--- src/rtl/edge_pkg.sv ---
// Shared types and helpers for the multi-channel edge detector.
package edge_pkg;

  // Edge select encoding as it appears on the mode input.
  typedef enum logic [1:0] {
    EDGE_RISE = 2'b00,
    EDGE_FALL = 2'b01,
    EDGE_BOTH = 2'b10,
    EDGE_OFF  = 2'b11
  } edge_mode_t;

  // Widest channel vector the block supports, and enough bits to count it.
  localparam int MAX_WIDTH = 32;
  localparam int POP_W     = 6;

  // Number of set bits in a channel vector (zero-extended to MAX_WIDTH).
  function automatic logic [POP_W-1:0] popcount(input logic [MAX_WIDTH-1:0] v);
    logic [POP_W-1:0] n;
    n = '0;
    for (int i = 0; i < MAX_WIDTH; i++) begin
      n = n + POP_W'(v[i]);
    end
    return n;
  endfunction

  // True when an accepted edge towards new_lvl is one the mode asks to report.
  function automatic logic edge_selected(input edge_mode_t m, input logic new_lvl);
    logic sel;
    unique case (m)
      EDGE_RISE: sel = new_lvl;
      EDGE_FALL: sel = ~new_lvl;
      EDGE_BOTH: sel = 1'b1;
      default:   sel = 1'b0;
    endcase
    return sel;
  endfunction

endpackage

--- src/rtl/edge_chan.sv ---
// One channel of the edge detector: glitch filter on a single input bit and
// a registered one-cycle pulse when a new level is accepted.
// A new level must be seen on FILT+1 consecutive samples before lvl follows it;
// any sample back at the current lvl restarts the wait.
module edge_chan
  import edge_pkg::*;
#(
  parameter int FILT = 0
) (
  input  logic       clk,
  input  logic       reset,
  input  logic       din,
  input  edge_mode_t mode,
  output logic       dout
);

  // Stability counter wide enough to reach FILT, never narrower than one bit.
  localparam int            CW       = (FILT == 0) ? 1 : $clog2(FILT + 1);
  localparam logic [CW-1:0] CNT_LAST = CW'(FILT);

  logic          lvl;
  logic [CW-1:0] cnt;

  // Filter the input level and pulse dout on the edge that accepts a change.
  always_ff @(posedge clk) begin
    if (reset) begin
      lvl  <= 1'b0;
      cnt  <= '0;
      dout <= 1'b0;
    end else begin
      dout <= 1'b0;
      if (din == lvl) begin
        cnt <= '0;
      end else if (cnt == CNT_LAST) begin
        // Level has held long enough: accept it; mode only gates the pulse.
        lvl  <= din;
        cnt  <= '0;
        dout <= edge_selected(mode, din);
      end else begin
        cnt <= cnt + 1'b1;
      end
    end
  end

endmodule

--- src/rtl/edge_detector_mc.sv ---
// Multi-channel filtered edge detector. Each bit of din is filtered by its own
// edge_chan; this level collects the pulses into a sticky flag vector, an
// any-edge indicator and a saturating count of all pulses seen.
module edge_detector_mc
  import edge_pkg::*;
#(
  parameter int WIDTH = 8,
  parameter int FILT  = 0,
  parameter int CNT_W = 16
) (
  input  logic             clk,
  input  logic             reset,
  input  logic [WIDTH-1:0] din,
  input  logic [1:0]       mode,
  input  logic             clr,
  output logic [WIDTH-1:0] dout,
  output logic [WIDTH-1:0] sticky,
  output logic             any_edge,
  output logic [CNT_W-1:0] event_cnt
);

  localparam logic [CNT_W-1:0] CNT_MAX = '1;

  edge_mode_t           mode_e;
  logic [MAX_WIDTH-1:0] dout_ext;
  logic [POP_W-1:0]     pulses;
  logic [CNT_W:0]       cnt_sum;

  assign mode_e = edge_mode_t'(mode);

  for (genvar g = 0; g < WIDTH; g++) begin : g_chan
    edge_chan #(
      .FILT (FILT)
    ) u_chan (
      .clk   (clk),
      .reset (reset),
      .din   (din[g]),
      .mode  (mode_e),
      .dout  (dout[g])
    );
  end

  // Same-cycle OR of the pulses, no register in the path.
  assign any_edge = |dout;

  // Pulse count for this cycle and the one-bit-wider sum used to detect saturation.
  always_comb begin
    dout_ext               = '0;
    dout_ext[WIDTH-1:0]    = dout;
    pulses                 = popcount(dout_ext);
    cnt_sum                = {1'b0, event_cnt} + (CNT_W + 1)'(pulses);
  end

  // Sticky flags and event counter; clr reloads from the current pulses so a
  // pulse landing on the clr cycle is still recorded.
  always_ff @(posedge clk) begin
    if (reset) begin
      sticky    <= '0;
      event_cnt <= '0;
    end else if (clr) begin
      sticky    <= dout;
      event_cnt <= CNT_W'(pulses);
    end else begin
      sticky    <= sticky | dout;
      event_cnt <= cnt_sum[CNT_W] ? CNT_MAX : cnt_sum[CNT_W-1:0];
    end
  end

endmodule

--- config.mk ---
export PLATFORM = sky130hd
export DESIGN_NAME = edge_detector_mc
export DESIGN_NICKNAME = d
export VERILOG_FILES = /design/src/rtl/edge_pkg.sv /design/src/rtl/edge_chan.sv /design/src/rtl/edge_detector_mc.sv
export SDC_FILE = /design/constraint.sdc
export NUM_CORES = 1
export LEC_CHECK = 0
export ABC_CLOCK_PERIOD_IN_PS = 5400
export CAP_MARGIN = 20
export CORE_MARGIN = 2
export CORE_UTILIZATION = 51
export CTS_CLUSTER_SIZE = 24
export DETAILED_ROUTE_END_ITERATION = 10
export GPL_ROUTABILITY_DRIVEN = 0
export PLACE_DENSITY = 0.8
export SLEW_MARGIN = 20
export SYNTH_ARGS = -nofsm -noshare
export SYNTH_HDL_FRONTEND = slang
export SYNTH_SLANG_ARGS = --single-unit
export TNS_END_PERCENT = 100
--- constraint.sdc ---
create_clock -name clk -period 5.4 [get_ports clk]
set_clock_uncertainty 0.05 [all_clocks]
set_input_delay 0.81 -clock clk [delete_from_list [all_inputs] [get_ports clk]]
set_output_delay 0.81 -clock clk [all_outputs]
set_load 0.02 [all_outputs]
# == After elaboration in Yosys (flattened, before gate mapping) ==
# Cells that the tools add are included.
# op_classes
n_addsub,16
mul,0
div,0
order_cmp,0
n_eq_ne,10
shift,0
n_mux,11
bitwise_logic,25
reduce_logical,27
# ops
operator,n
$reduce_or 3->1,16
$not 1->1,24
$pmux 1 s3,8
$add 16x6->17,1
$mux 16,1
$reduce_and 2->1,8
$add 6x1->6,2
$add 1x1->1 const B,8
$eq 1x1->1,8
$mux 8,1
$or 8x8->8,1
$reduce_or 8->1,1
$add 5x1->6,1
$mux 6,1
$add 4x1->5,1
$add 3x1->4,1
$add 2x1->3,1
$add 1x1->2,1
$eq 2x1->1 const B,1
$eq 2x2->1 const B,1
$logic_not 2->1,1
$reduce_or 2->1,1
# word_totals
reg_bits,48
latchBits,0
mem_bits_rw,0
mem_bits_ro,0
output_inout_bits,33
memories,0

# == Depth between registers and ports, before layout ==
# logic_depth
word_depth,10
depth_mapped,15
mapped_depth_nobuf,14

# == Hierarchy ==
# Synthesis repeated with hierarchy kept, for this count alone.
# unflattened
hier_cells,230
hier_area_um2,2254.7
# modules_own_cells
mod,n_inst,cells_each,area_each_um2,seq_area_each_um2
edge_detector_mc,1,150,1353.8,480.5
edge_chan,8,10,112.6,60.1

# == Worst setup path before layout ==
# Ideal clock, no wire load.
# synth_timing
path_kind,register to register
startpoint,reg g_chan[0].u_chan.dout
endpoint,reg event_cnt[0]
t_arrival_ns,4.019
t_required_ns,5.264
path_slack_ns,1.244
stages_incl_launch_ff,15
synth_period_minus_slack_ns,4.156
cell_sequence,dfxtp_1 inv_1 fa_1 fa_1 fa_1 inv_1 ha_1 inv_1 fa_1 fa_1 nand3b_1 a21oi_2 nand2_1 buf_4 a221oi_2
# synth_via
elab_chain_cells,10
# synth_rtl
element,line_no,source
start: declaration,edge_chan.sv:14,output logic dout
start signal: assignment,edge_chan.sv:38,"dout <= edge_selected(mode, din);"
$add 1x1->2 *,edge_pkg.sv:21,n = n + POP_W'(v[i]);
$add 2x1->3 *,edge_pkg.sv:21,
$add 3x1->4 *,edge_pkg.sv:21,
$add 4x1->5 *,edge_pkg.sv:21,
$add 5x1->6 *,edge_pkg.sv:21,
$add 6x1->6 * (2 in a row),edge_pkg.sv:21,
$add 16x6->17,edge_detector_mc.sv:51,"cnt_sum = {1'b0, event_cnt} + (CNT_W + 1)'(pulses);"
$mux 16,edge_detector_mc.sv:65,event_cnt <= cnt_sum[CNT_W] ? CNT_MAX : cnt_sum[CNT_W-1:0];
$mux 6 *,edge_detector_mc.sv:60,end else if (clr) begin
end signal: assignment,edge_detector_mc.sv:62,event_cnt <= CNT_W'(pulses);
end signal: assignment,edge_detector_mc.sv:65,
end: declaration,edge_detector_mc.sv:19,output logic [CNT_W-1:0] event_cnt
# Mark *: on every way between the ends. The rest lies on a longest branch, timed or not.
# A chain may end at the register's enable or synchronous reset.

# == Worst setup path after layout ==
# layout_timing
startpoint,reg g_chan[0].u_chan.dout
endpoint,reg event_cnt[2]
# Same word-level chain as after synthesis.

==> results.cfg <==
[power_and_ir_drop]
p_clk_share_pct = 32.8
comb_power_share_pct = 13.2
p_int_uw = 515
total_power_uw = 698
switching_share_pct = 26.1
pwr-share-seq_pct = 54.0
vdd_drop_max_uv = 177
power_leakage_nw = 1.04
power.density_nw_per_um2 = 253
p_switching_uw = 182

[clock_network]
clkTransAtPathRegs_ns = 0.09
cts_tree = yes
cts_buffers = 5
clk-insertion-delay-late_ns = 0.30
cts-hold-fix-buffers = 0
cts_root_buffer = clkbuf_8
cts_max_level = 2
cts_buffer_depth = 2
post_cts_resized = 0
clkSinkCount = 48
post-cts-setup-buffers = 0

[timing]
hold_violations = 0
rsz0062_at_grt = false
setup_ws_ns = 0.752
setup_violations = 0
slew_headroom_pct = 52.2
hold_ws_ns = 0.393
max_freq_mhz = 215
tns_ns = 0
worstMarginPinSlew_ns = 0.713
post-route-period-util_pct = 86.1
fin_crit_ns = 4.65
drv_slew = 0

[synthesis]
yosysTopAreaCellShare_pct = 43.1
synthArstFlopShare_pct = 0
synth_seq_cells = 48
yosys_warnings = 0
synth_edf_count = 0
synthesis.area_um2 = 2230
syn_inst = 239
synth_common_cells = dfxtp_1 (48), nor2_1 (30), a21oi_1 (26), inv_1 (19), nor3_1 (11)
syn-mean-instance-area_um2 = 9.32
synth.distinct_cells = 44
synth_flop_cell = dfxtp_1
ys_seq_area_share_pct = 43.1
synth_most_common_cell = dfxtp_1
synth.largest_area_cell = dfxtp_1
yosys-top-cells-area = dfxtp_1 (43%), a21oi_1 (5.8%), ha_1 (5.1%)

[floorplan]
start_util_pct = 51.9
die_y_um = 70.1
die-width_um = 70.1
die-area_um2 = 4910
row_count = 24
ios = 46
coreArea_um2 = 4290

[placed_design]
placedCellCount = 327
detailed_place_hpwl_mm = 3.25
dpl_worst_slack_ns = 0.772
numPortBuffers = 45
place_area_um2 = 2670

[drt]
wl_met1_mm = 2.00
routed_wl_mm = 4.53
drt-wirelength-per-cell_um = 13.5
routed.top_layer = met4
drtPass1Iterations = 4
routed_via_density = 5.34
wl_met2_mm = 2.14
drt_iter0_markers = 146
dr_wl_met3_um = 284
detail_route.drc_violations = 0
vias = 1788
ant_nets = 0

[final_layout]
n_antenna_cell = 0
fill_cells = 376
syn2layout_area_growth_pct = 23.8
drive_gt1_share_pct = 7.07
post-route-util_pct = 64.2
fin_area_um2 = 2760
layout.nets = 309
fin_cells = 335

[worst_setup_path]
cp_max_fo = 11
setup.worst_path.class = flip-flop to flip-flop
ff2ff_path_depth = 13
start_kind = flip-flop
slowest_stage = fa_1
cp.arrival_ns = 4.81
crit_path_frequent_cell = fa_1
cp.depth = 13
cp.required_ns = 5.57
max_stage_delay_ns = 0.56
critical-path-top-delay-family = adder cells
worstSetupEndpointType = flip-flop
worst-path-buf-inv = 3
cp_cell_sequence = inv_1 -> fa_1 -> fa_1 -> fa_1 -> inv_1 -> ha_1 -> inv_1 -> fa_1 -> fa_1 -> nand3b_1 -> a21oi_2 -> nand2_1 -> a311oi_1

[min_path]
hold_path.class = flip-flop to flip-flop
hold_depth = 1

[grt]
grt_pass1_vias = 1735
grt_pass1_wl_mm = 7.91
antenna_found_initial = 0
grt_max_degree = 30
overflow = 0
grtUsageTotal_pct = 20.0

[outcome]
status = finished clean

[run]
cap_violations = 0
==> per-layer routing <==
metal | vias to the layer above | track usage (%)
li1 | 907 | -
met3 | 10 | 5.48
met1 | 815 | 25.1
met5 | - | 0
met4 | 0 | 8.76
met2 | 56 | 32.2
==> power by group through the flow <==
stage	Clock, mW	Combinational (mW)	Sequential, mW
2_1_floorplan	0	0.0539	0.388
3_3_place_gp	0	0.0888	0.384
3_5_place_dp	0	0.0918	0.385
4_1_cts	0.231	0.0932	0.377
5_1_grt	0.246	0.103	0.379
6_report	0.229	0.0924	0.377
==> worst paths after layout <==
check	startpoint	slack, ns	to
setup reg to reg	g_chan[0].u_chan.dout	0.75	event_cnt[2]
hold reg to reg	g_chan[5].u_chan.cnt	0.39	g_chan[5].u_chan.dout
hold / removal	g_chan[5].u_chan.cnt	0.39	g_chan[5].u_chan.dout
setup / recovery	g_chan[0].u_chan.dout	0.75	event_cnt[2]
==> cell type report <==
class                      count  area (um^2)  share of cell area (%)
tap                           52         65.1                    2.36
clock inverter                 2         13.8                   0.499
clock buffer                   6         82.6                    2.99
multi-input combinational    163         1120                    40.6
sequential                    48          961                    34.8
inverter                      19         71.3                    2.59
timing repair buffer          45          445                    16.2
==> kinds of logic (layout without fill, tap and decap cells) <==
kind of cell	count (synthesis)	after routing	share of synthesized area, %
AO/OA/AOI/OAI	54	54	16.0
multiplexers	8	8	3.60
XOR/XNOR	7	7	2.75
other	1	8	0.168
AND/OR/NAND/NOR	72	72	17.0
buffers and inverters	35	72	7.81
flip-flops	48	48	43.1
adder cells (fa/ha/maj)	14	14	9.55
==> registers in the layout, summed over array words and instances, names as in the netlist <==
name and cells:
g_chan.u_chan.dout 8, g_chan.u_chan.lvl 8, event_cnt 16, sticky 8
g_chan.u_chan.cnt 8
==> cell usage in the layout, fill, tap and decap left out, types with 3 or more instances in the layout <==
master,instances
ha_1,9
a21oi_1,26
dfxtp_1,48
nand3_1,3
clkdlybuf4s50_1,44
nor2_1,30
xnor2_1,5
nor3_1,11
o21ai_0,3
nor3b_1,8
conb_1,8
nand2_1,5
clkbuf_8,6
inv_1,19
a31oi_1,8
mux2i_1,8
fa_1,5
(Power assumes the default switching activity.)
